[src/rtl/dct_coef_collector_if.sv]
// Coefficient capture and output stream bundle for the DCT coefficient collector.
// The collector drives through master; the source and consumer side use slave.
interface dct_coef_collector_if #(
   parameter int IN_W  = 18,
   parameter int OUT_W = 16,
   parameter int DEPTH = 8
) ();
   localparam int LVL_W = $clog2(DEPTH) + 1;

   logic signed [IN_W-1:0]  coef_in;
   logic                    coef_done;
   logic signed [OUT_W-1:0] m_data;
   logic [2:0]              m_idx;
   logic                    m_last;
   logic                    m_valid;
   logic                    m_ready;
   logic [LVL_W-1:0]        level;
   logic                    overflow;

   modport master (
      input  coef_in, coef_done, m_ready,
      output m_data, m_idx, m_last, m_valid, level, overflow
   );

   modport slave (
      output coef_in, coef_done, m_ready,
      input  m_data, m_idx, m_last, m_valid, level, overflow
   );
endinterface

[src/rtl/dct_coef_collector.sv]
// Captures DCT coefficients on the done strobe, tags frame position, rounds/scales/
// saturates to OUT_W bits and buffers them in a FIFO behind a valid/ready handshake.
module dct_coef_collector #(
   parameter int IN_W  = 18,
   parameter int OUT_W = 16,
   parameter int SHIFT = 2,
   parameter int NCOEF = 4,
   parameter int DEPTH = 8
) (
   input logic                 clk,
   input logic                 rst,
   dct_coef_collector_if.master bus
);
   localparam int PTR_W  = $clog2(DEPTH);
   localparam int CNT_W  = PTR_W + 1;
   localparam int EXT_W  = ((IN_W > OUT_W) ? IN_W : OUT_W) + SHIFT + 2;
   localparam int RND_SH = (SHIFT > 0) ? SHIFT - 1 : 0;

   localparam logic signed [EXT_W-1:0] RND     = (SHIFT > 0) ? (EXT_W'(1) << RND_SH) : '0;
   localparam logic signed [EXT_W-1:0] SAT_MAX = {{(EXT_W-OUT_W+1){1'b0}}, {(OUT_W-1){1'b1}}};
   localparam logic signed [EXT_W-1:0] SAT_MIN = {{(EXT_W-OUT_W+1){1'b1}}, {(OUT_W-1){1'b0}}};
   localparam logic [2:0]              IDX_LAST = 3'(NCOEF - 1);
   localparam logic [CNT_W-1:0]        CNT_FULL = CNT_W'(DEPTH);

   // Round half up, floor-shift, then clamp into the signed OUT_W range.
   function automatic logic signed [OUT_W-1:0] round_sat(input logic signed [IN_W-1:0] x);
      logic signed [EXT_W-1:0] ext;
      ext = EXT_W'(x);
      ext = (ext + RND) >>> SHIFT;
      if (ext > SAT_MAX) begin
         return SAT_MAX[OUT_W-1:0];
      end else if (ext < SAT_MIN) begin
         return SAT_MIN[OUT_W-1:0];
      end
      return ext[OUT_W-1:0];
   endfunction

   logic signed [OUT_W-1:0] data_mem [DEPTH];
   logic [2:0]              idx_mem  [DEPTH];
   logic                    last_mem [DEPTH];

   logic [PTR_W-1:0] wr_ptr, rd_ptr;
   logic [CNT_W-1:0] count;
   logic [2:0]       cap_idx;
   logic             overflow;

   // Stage 0: combinational scaling of the strobed coefficient.
   logic signed [OUT_W-1:0] scaled_p0;
   logic                    vld_p0;
   logic                    nonempty, pop, push;

   assign scaled_p0 = round_sat(bus.coef_in);
   assign vld_p0    = bus.coef_done;
   assign nonempty  = (count != '0);
   assign pop       = nonempty & bus.m_ready;
   assign push      = vld_p0 & ((count < CNT_FULL) | pop);

   // Stage 1: FIFO storage (data path, never reset).
   always_ff @(posedge clk) begin
      if (push) begin
         data_mem[wr_ptr] <= scaled_p0;
         idx_mem[wr_ptr]  <= cap_idx;
         last_mem[wr_ptr] <= (cap_idx == IDX_LAST);
      end
   end

   always_ff @(posedge clk) begin
      if (rst) begin
         wr_ptr   <= '0;
         rd_ptr   <= '0;
         count    <= '0;
         cap_idx  <= '0;
         overflow <= 1'b0;
      end else begin
         if (push) wr_ptr <= wr_ptr + 1'b1;
         if (pop)  rd_ptr <= rd_ptr + 1'b1;
         if (push && !pop) begin
            count <= count + 1'b1;
         end else if (pop && !push) begin
            count <= count - 1'b1;
         end
         if (vld_p0 && !push) overflow <= 1'b1;
         // Frame position advances on drops too, keeping tags aligned with the source.
         if (vld_p0) cap_idx <= (cap_idx == IDX_LAST) ? 3'd0 : cap_idx + 3'd1;
      end
   end

   // Head entry is masked while empty so stale storage never shows on the bus.
   assign bus.m_valid  = nonempty;
   assign bus.m_data   = nonempty ? data_mem[rd_ptr] : '0;
   assign bus.m_idx    = nonempty ? idx_mem[rd_ptr]  : 3'd0;
   assign bus.m_last   = nonempty ? last_mem[rd_ptr] : 1'b0;
   assign bus.level    = count;
   assign bus.overflow = overflow;
endmodule

[src/flat_wrapper.sv]
// flat-port wrapper written by rule: the top's interface ports become plain ports
module dct_coef_collector_flat 
#(
   parameter int IN_W  = 18,
   parameter int OUT_W = 16,
   parameter int SHIFT = 2,
   parameter int NCOEF = 4,
   parameter int DEPTH = 8
)
  (clk, rst, bus_coef_in, bus_coef_done, bus_m_ready, bus_m_data, bus_m_idx, bus_m_last, bus_m_valid, bus_level, bus_overflow);
  dct_coef_collector_if #(.IN_W(IN_W), .OUT_W(OUT_W), .DEPTH(DEPTH)) bus_i ();
  input logic clk;
  input logic rst;
  input wire logic [$bits(bus_i.coef_in)-1:0] bus_coef_in;
  input wire logic [$bits(bus_i.coef_done)-1:0] bus_coef_done;
  input wire logic [$bits(bus_i.m_ready)-1:0] bus_m_ready;
  output wire logic [$bits(bus_i.m_data)-1:0] bus_m_data;
  output wire logic [$bits(bus_i.m_idx)-1:0] bus_m_idx;
  output wire logic [$bits(bus_i.m_last)-1:0] bus_m_last;
  output wire logic [$bits(bus_i.m_valid)-1:0] bus_m_valid;
  output wire logic [$bits(bus_i.level)-1:0] bus_level;
  output wire logic [$bits(bus_i.overflow)-1:0] bus_overflow;
  assign bus_i.coef_in = bus_coef_in;
  assign bus_i.coef_done = bus_coef_done;
  assign bus_i.m_ready = bus_m_ready;
  assign bus_m_data = bus_i.m_data;
  assign bus_m_idx = bus_i.m_idx;
  assign bus_m_last = bus_i.m_last;
  assign bus_m_valid = bus_i.m_valid;
  assign bus_level = bus_i.level;
  assign bus_overflow = bus_i.overflow;
  dct_coef_collector #(.IN_W(IN_W), .OUT_W(OUT_W), .SHIFT(SHIFT), .NCOEF(NCOEF), .DEPTH(DEPTH)) u_core (.clk(clk), .rst(rst), .bus(bus_i));
endmodule
[config.mk]
export PLATFORM = sky130hd
export DESIGN_NAME = dct_coef_collector_flat
export DESIGN_NICKNAME = d
export VERILOG_FILES = /design/src/rtl/dct_coef_collector_if.sv /design/src/rtl/dct_coef_collector.sv /design/src/flat_wrapper.sv
export SDC_FILE = /design/constraint.sdc
export NUM_CORES = 1
export LEC_CHECK = 0
export BUFFER_PORTS_ARGS = -buffer_cell sky130_fd_sc_hd__buf_4
export CAP_MARGIN = 10
export CORE_MARGIN = 2
export CORE_UTILIZATION = 55
export CTS_CLUSTER_DIAMETER = 200
export DETAILED_ROUTE_END_ITERATION = 7
export PLACE_DENSITY = 0.73
export SLEW_MARGIN = 15
export SYNTH_ARGS = -nofsm -noshare
export SYNTH_HDL_FRONTEND = slang
export SYNTH_SLANG_ARGS = --single-unit
export TNS_END_PERCENT = 20
[constraint.sdc]
create_clock -name clk -period 4.6 [get_ports clk]
set_clock_uncertainty 0.05 [all_clocks]
set_input_delay 0.69 -clock clk [delete_from_list [all_inputs] [get_ports clk]]
set_output_delay 0.69 -clock clk [all_outputs]
set_load 0.005 [all_outputs]
After elaboration in Yosys (flattened, before gate mapping)
Memory sizes are Yosys's and may differ from the RTL's. A register that Yosys moved wholly into a read port is not among the register bits.
Index checks and enable logic that the tools add are counted.
- memories: 3
- output and inout bits: 26
- RAM bits: 160
- logic and storage cells: 47
- register bits after elaboration: 14
- memories (memory ; depth ; bits a word ; read ports ; clocked after memory_dff ; wr ports ; RTL line ; source):
    u_core.data_mem ; 8 ; 16 ; 1 ; 1 ; 1 ; dct_coef_collector.sv:38 ; logic signed [OUT_W-1:0] data_mem [DEPTH];
    u_core.idx_mem ; 8 ; 3 ; 1 ; 1 ; 1 ; dct_coef_collector.sv:39 ; logic [2:0] idx_mem [DEPTH];
    u_core.last_mem ; 8 ; 1 ; 1 ; 1 ; 1 ; dct_coef_collector.sv:40 ; logic last_mem [DEPTH];
- equality and inequality tests: 1
- bitwise logic cells: 3
- multiplexer cells: 19
- reductions and logical operators: 7
- order comparisons: 3
- add/sub/neg operators: 6
- operators by type and width (kind ; count):
    2-to-1 mux 16 bit ; 4
    2-to-1 mux 3 bit ; 8
    adder 18 x 3 -> 19 bit (second input constant) ; 1
    greater-than comparator 17 x 16 -> 1 bit (second input constant) ; 1
    < comparator 17 x 16 -> 1 bit (second input constant) ; 1
    adder 3 x 1 -> 3 bit (second input constant) ; 3
    2-to-1 mux 4 bit ; 2
    2-to-1 mux 1 bit ; 5
    adder 4 x 1 -> 4 bit (second input constant) ; 1
    < comparator 4 bit (second input constant) ; 1
    nonzero test 4 bit ; 1
    subtractor 4 x 1 -> 4 bit (second input constant) ; 1
    equality test 3 x 2 -> 1 bit (second input constant) ; 1
    logical AND 1 bit ; 3
    bitwise AND 1 bit ; 2
    logical NOT 1 bit ; 2
    nonzero test 2 bit ; 1
    OR 1 bit ; 1

Logic depth before layout (Yosys ltp)
- depth after elaboration: 8
- gate-level depth with buffers: 10
- depth with buffers taken out: 10

Worst setup path before layout
Ideal clock, no wire load.
- path kind: input to register
- from: in bus_coef_done
- to: mem u_core.data_mem[0][0] (enable)
- data required time: 4.128 ns
- path buffers: 1
- stages on the path: 4
- data arrival time: 2.817 ns
- slack: 1.311 ns
- cells stage by stage: clkbuf_1 nand2_1 or2_2 nor3_1
- longest elaborated chain between the ends: 3
- RTL lines (what ; RTL line ; source):
    from (decl) ; flat_wrapper.sv:15 ; input wire logic [$bits(bus_i.coef_done)-1:0] bus_coef_done;
    bitwise AND 1 bit ; dct_coef_collector.sv:56 ; assign push = vld_p0 & ((count < CNT_FULL) | pop);
    2-to-1 mux 1 bit ; dct_coef_collector.sv:60 ; if (push) begin
    2-to-1 mux 1 bit (implied by the code) ; dct_coef_collector.sv:61 ; data_mem[wr_ptr] <= scaled_p0;
    to (decl) ; dct_coef_collector.sv:38 ;
Every way passes these cells.

==> results.txt <==
The initial antenna violation count is 0. The final count of negative-setup-slack endpoints is 0. The biggest area contributor in the post-synthesis netlist is sky130_fd_sc_hd__edfxtp_1.

The kind of end point of the critical path is a primary output. The routed design has 13.60 mm of wire. The count of final hold-check violations is 0. TritonCTS built the clock tree.

STA puts the critical path data arrival time at 2.43 ns. The most numerous cell type found on the critical path is sky130_fd_sc_hd__buf_4. The proportion of netlist area held by the largest area contributor came out at 65.87%. The tree built by TritonCTS fans out to 177 sinks. The clock latency on the worst-skew pair is 0.42 ns. The peak clock frequency supported by timing is 315.1 MHz.

STA classifies the critical path startpoint as a flip-flop. The tightest min-delay check is of the reg -> reg type. The die outline width is 119.2 um.

For this block, the via count after detailed routing is 3785. The initial utilization of the core area, before any placement, comes to 55.75%. A synthesized cell averages 17.83 sq um. Across the VDD grid, the largest voltage drop is 0.4416 mV. At the end of the flow, the number of nets in the layout was 494.

The portion of the post-synthesis area used by sequential elements came out at 70.53%. The global-route met3 utilization came out at 5.029%. The floorplan die area came out at 14200 sq um. The height of the die came out at 119.2 um. The power density normalized to cell area is 522.4 nW/um^2.

The number of top-level design ports came out at 48. Dividing the detail-routed wire length by the instance count gives 20.82 um. In this run, synthesis inferred 160 flip-flops with an integrated enable. The hold buffer count at cts is 0. The setup TNS is 0 ns. Summing internal, switching and leakage power gives 4.424 mW. Sorting the synthesized cells by how often they occur yields sky130_fd_sc_hd__edfxtp_1 (160), sky130_fd_sc_hd__nor2_1 (42), sky130_fd_sc_hd__mux4_2 (40). The share of flip-flops with an asynchronous set or reset after synthesis came out at 0%. The core region is 13090 sq um. In this run the static leakage power is 2.831 nW. For met2 alone, demand over resource in global routing was 34.73%. Compared with the post-synthesis result, the final layout area differs by 16.11%.

The global-route wire length before repair came out at 21.71 mm. The first routing iteration left 218 violations. After detailed routing, the number of remaining DRC violations is 0. The number of input and output port buffers inserted is 46. The synthesized design contains 177 register bits. The met1 demand-to-capacity share in global routing is 27.11%. The routed design could run at a clock period as short as 3.173 ns. On the critical path, the stage with the largest delay is an instance of sky130_fd_sc_hd__buf_4. The remaining global-route overflow came out at 0.

Sorting the synthesized cells by area gives the leading types as sky130_fd_sc_hd__edfxtp_1 (66%), sky130_fd_sc_hd__mux4_2 (12%), sky130_fd_sc_hd__dfxtp_1 (4.7%), sky130_fd_sc_hd__mux2i_1 (3.3%), sky130_fd_sc_hd__nor2_1 (2.2%). The number of buffers created by CTS is 17. The area occupied by multi-input gates is 2041 sq um. Yosys printed 0 warnings. In this run, post-CTS repair resized a total of 0 instances.

The reported max-cap violation count is 0. The number of library cell types mapped by synthesis is 38. The actual slew at the worst max-slew pin came out at 0.8551 ns. Cells with a size suffix above 1 make up 30.61% of the layout.

The summed area of non-filler cells in the final layout is 8469 sq um. Walking the worst path, the cells encountered are buf_4, mux4_2, mux2i_1, nor2_1, buf_4. The pre-antenna-repair detailed-routing pass consisted of 5 iterations. The number of vias per cell came out at 5.796. The CTS clock-pin slew for the worst setup and hold paths is 0.07 ns.

The worst setup path is of the reg -> out kind. CTS placed an instance of sky130_fd_sc_hd__clkbuf_16 at the clock tree root. The level count of the clock H-tree came out at 4.

The antenna violation net count after detailed routing came out at 0. Data on the critical path is required at its endpoint by 3.86 ns. For this run, the leading register cell type out of synthesis is sky130_fd_sc_hd__edfxtp_1. The maximum number of pins on one net before global-route repair came out at 41. The clock passes through at most 2 buffers. The final estimated routing congestion in global placement came out at 0.8374. The global-route usage over all layers is 20.89%. The critical path contains buffers and inverters numbering 2 combined.

The kind of cell with the highest combined delay along the critical path is multiplexers. Across the whole layout, storage elements account for 5147 sq um. The synthesized netlist cell count came out at 409. The via count of the first global-routing pass is 3926. The most used standard cell by instance count after synthesis is sky130_fd_sc_hd__edfxtp_1. The largest stage delay on the critical path is 0.63 ns.

The maximum fanout count along the critical path is 40. The number of inserted filler cells in the final layout is 882. The count of pins over their slew limit came to 0. The post-CTS setup buffer count is 0.

In this run the tightest slew margin relative to its limit is 42.39%. The area after detailed placement is 7863 sq um. The flow ran to the end, and the final reports show no timing, DRC or antenna violations.

After global routing, the most crowded layer is met2. The repair_antennas step left the layout with diodes totalling 0. The period utilization is 68.99%. Setup repair after global routing left no endpoint under its margin. The floorplan has 42 rows. Counting every net in the synthesized netlist gives 439. The placed wire-length estimate after detailed placement is 7.892 mm. The cell area after synthesis came out at 7294 sq um.
## cell usage in the layout (no fill, tap or decap), drive strengths merged, types with 10 or more instances in the layout
cell type	Yosys	routed
edfxtp	160	160
buf	8	57
nor2	42	42
mux4	40	40
mux2i	24	24
clkbuf	13	17
dfxtp	17	17
nand2	16	16
xor2	14	14
inv	7	10
## where the power goes
| group | total, mW | leakage [nW] | internal, mW | switching [mW] |
|---|---|---|---|---|
| clock network | 1.46 | 0.296 | 0.860 | 0.599 |
| registers | 1.89 | 1.59 | 1.85 | 0.0476 |
| logic | 1.07 | 0.941 | 0.559 | 0.514 |
| total | 4.42 | 2.83 | 3.26 | 1.16 |
## stage by stage
step / worst slack [ns] / std cells / utilization [%] / hold WS, ns
6_report: 1.427 / 653 / 64.73 / 0.4260
5_1_grt: 1.221 / 653 / 64.73 / 0.4537
4_1_cts: 1.352 / 653 / 64.73 / 0.4305
3_5_place_dp: 1.643 / 621 / 60.09 / 0.4148
3_3_place_gp: 1.704 / 621 / 60.09 / 0.4067
2_1_floorplan: 1.311 / 409 / - / 0.3967
## worst min-delay path, delay by kind of cell (launching register included)
kind             cells  cell delay [ns]
AND/OR/NAND/NOR      1             0.07
flip-flops           1             0.33
AO/OA/AOI/OAI        1             0.04
## path summary, 6_finish.rpt
path | endpoint | startpoint | slack (ns) | cells after the start
worst max register to register | u_core.bus.level[3] | u_core.bus.level[3] | 1.63 | 11
worst min register to register | u_core.bus.overflow | u_core.bus.overflow | 0.43 | 2
worst min-delay path | u_core.bus.overflow | u_core.bus.overflow | 0.43 | 2
worst max-delay path | bus_m_data[15] | flip-flop | 1.43 | 5
## per-layer routing
layer,part of all wire (%),wire length [um],vias up
met4,1.4,191,0
met5,0,0,-
li1,-,-,1724
met2,52,7081,98
met3,4.1,559,15
met1,42,5765,1948
## registers in the layout, summed over array words and instances, names as in the netlist, named ones only
signal / cells
u_core.bus.level: 4
u_core.bus.overflow: 1
u_core.cap_idx: 3
u_core.data_mem: 128
u_core.idx_mem: 24
u_core.last_mem: 8
u_core.rd_ptr: 3
u_core.wr_ptr: 3
## kinds of logic (layout without fill, tap and decap cells)
kind of cell	Yosys count	after routing	share of synthesized area, %
and+or+nand+nor	92	92	6.278
adders and majority gates	8	8	1.475
DFF	177	177	70.53
AOI/OAI and AO/OA	22	22	1.955
xor gates and xnor gates	17	17	2.041
muxes	65	65	15.80
buffers and inverters	28	96	1.921
## cell type report
class                           count  area share, %
Sequential cell                   177          60.78
Multi-Input combinational cell    204          24.10
Timing Repair Buffer               57          5.052
Clock buffer                       17          5.023
Tap cell                          176          2.600
Clock inverter                     15          2.142
Inverter                            7         0.3102
(Power assumes the default switching activity.)
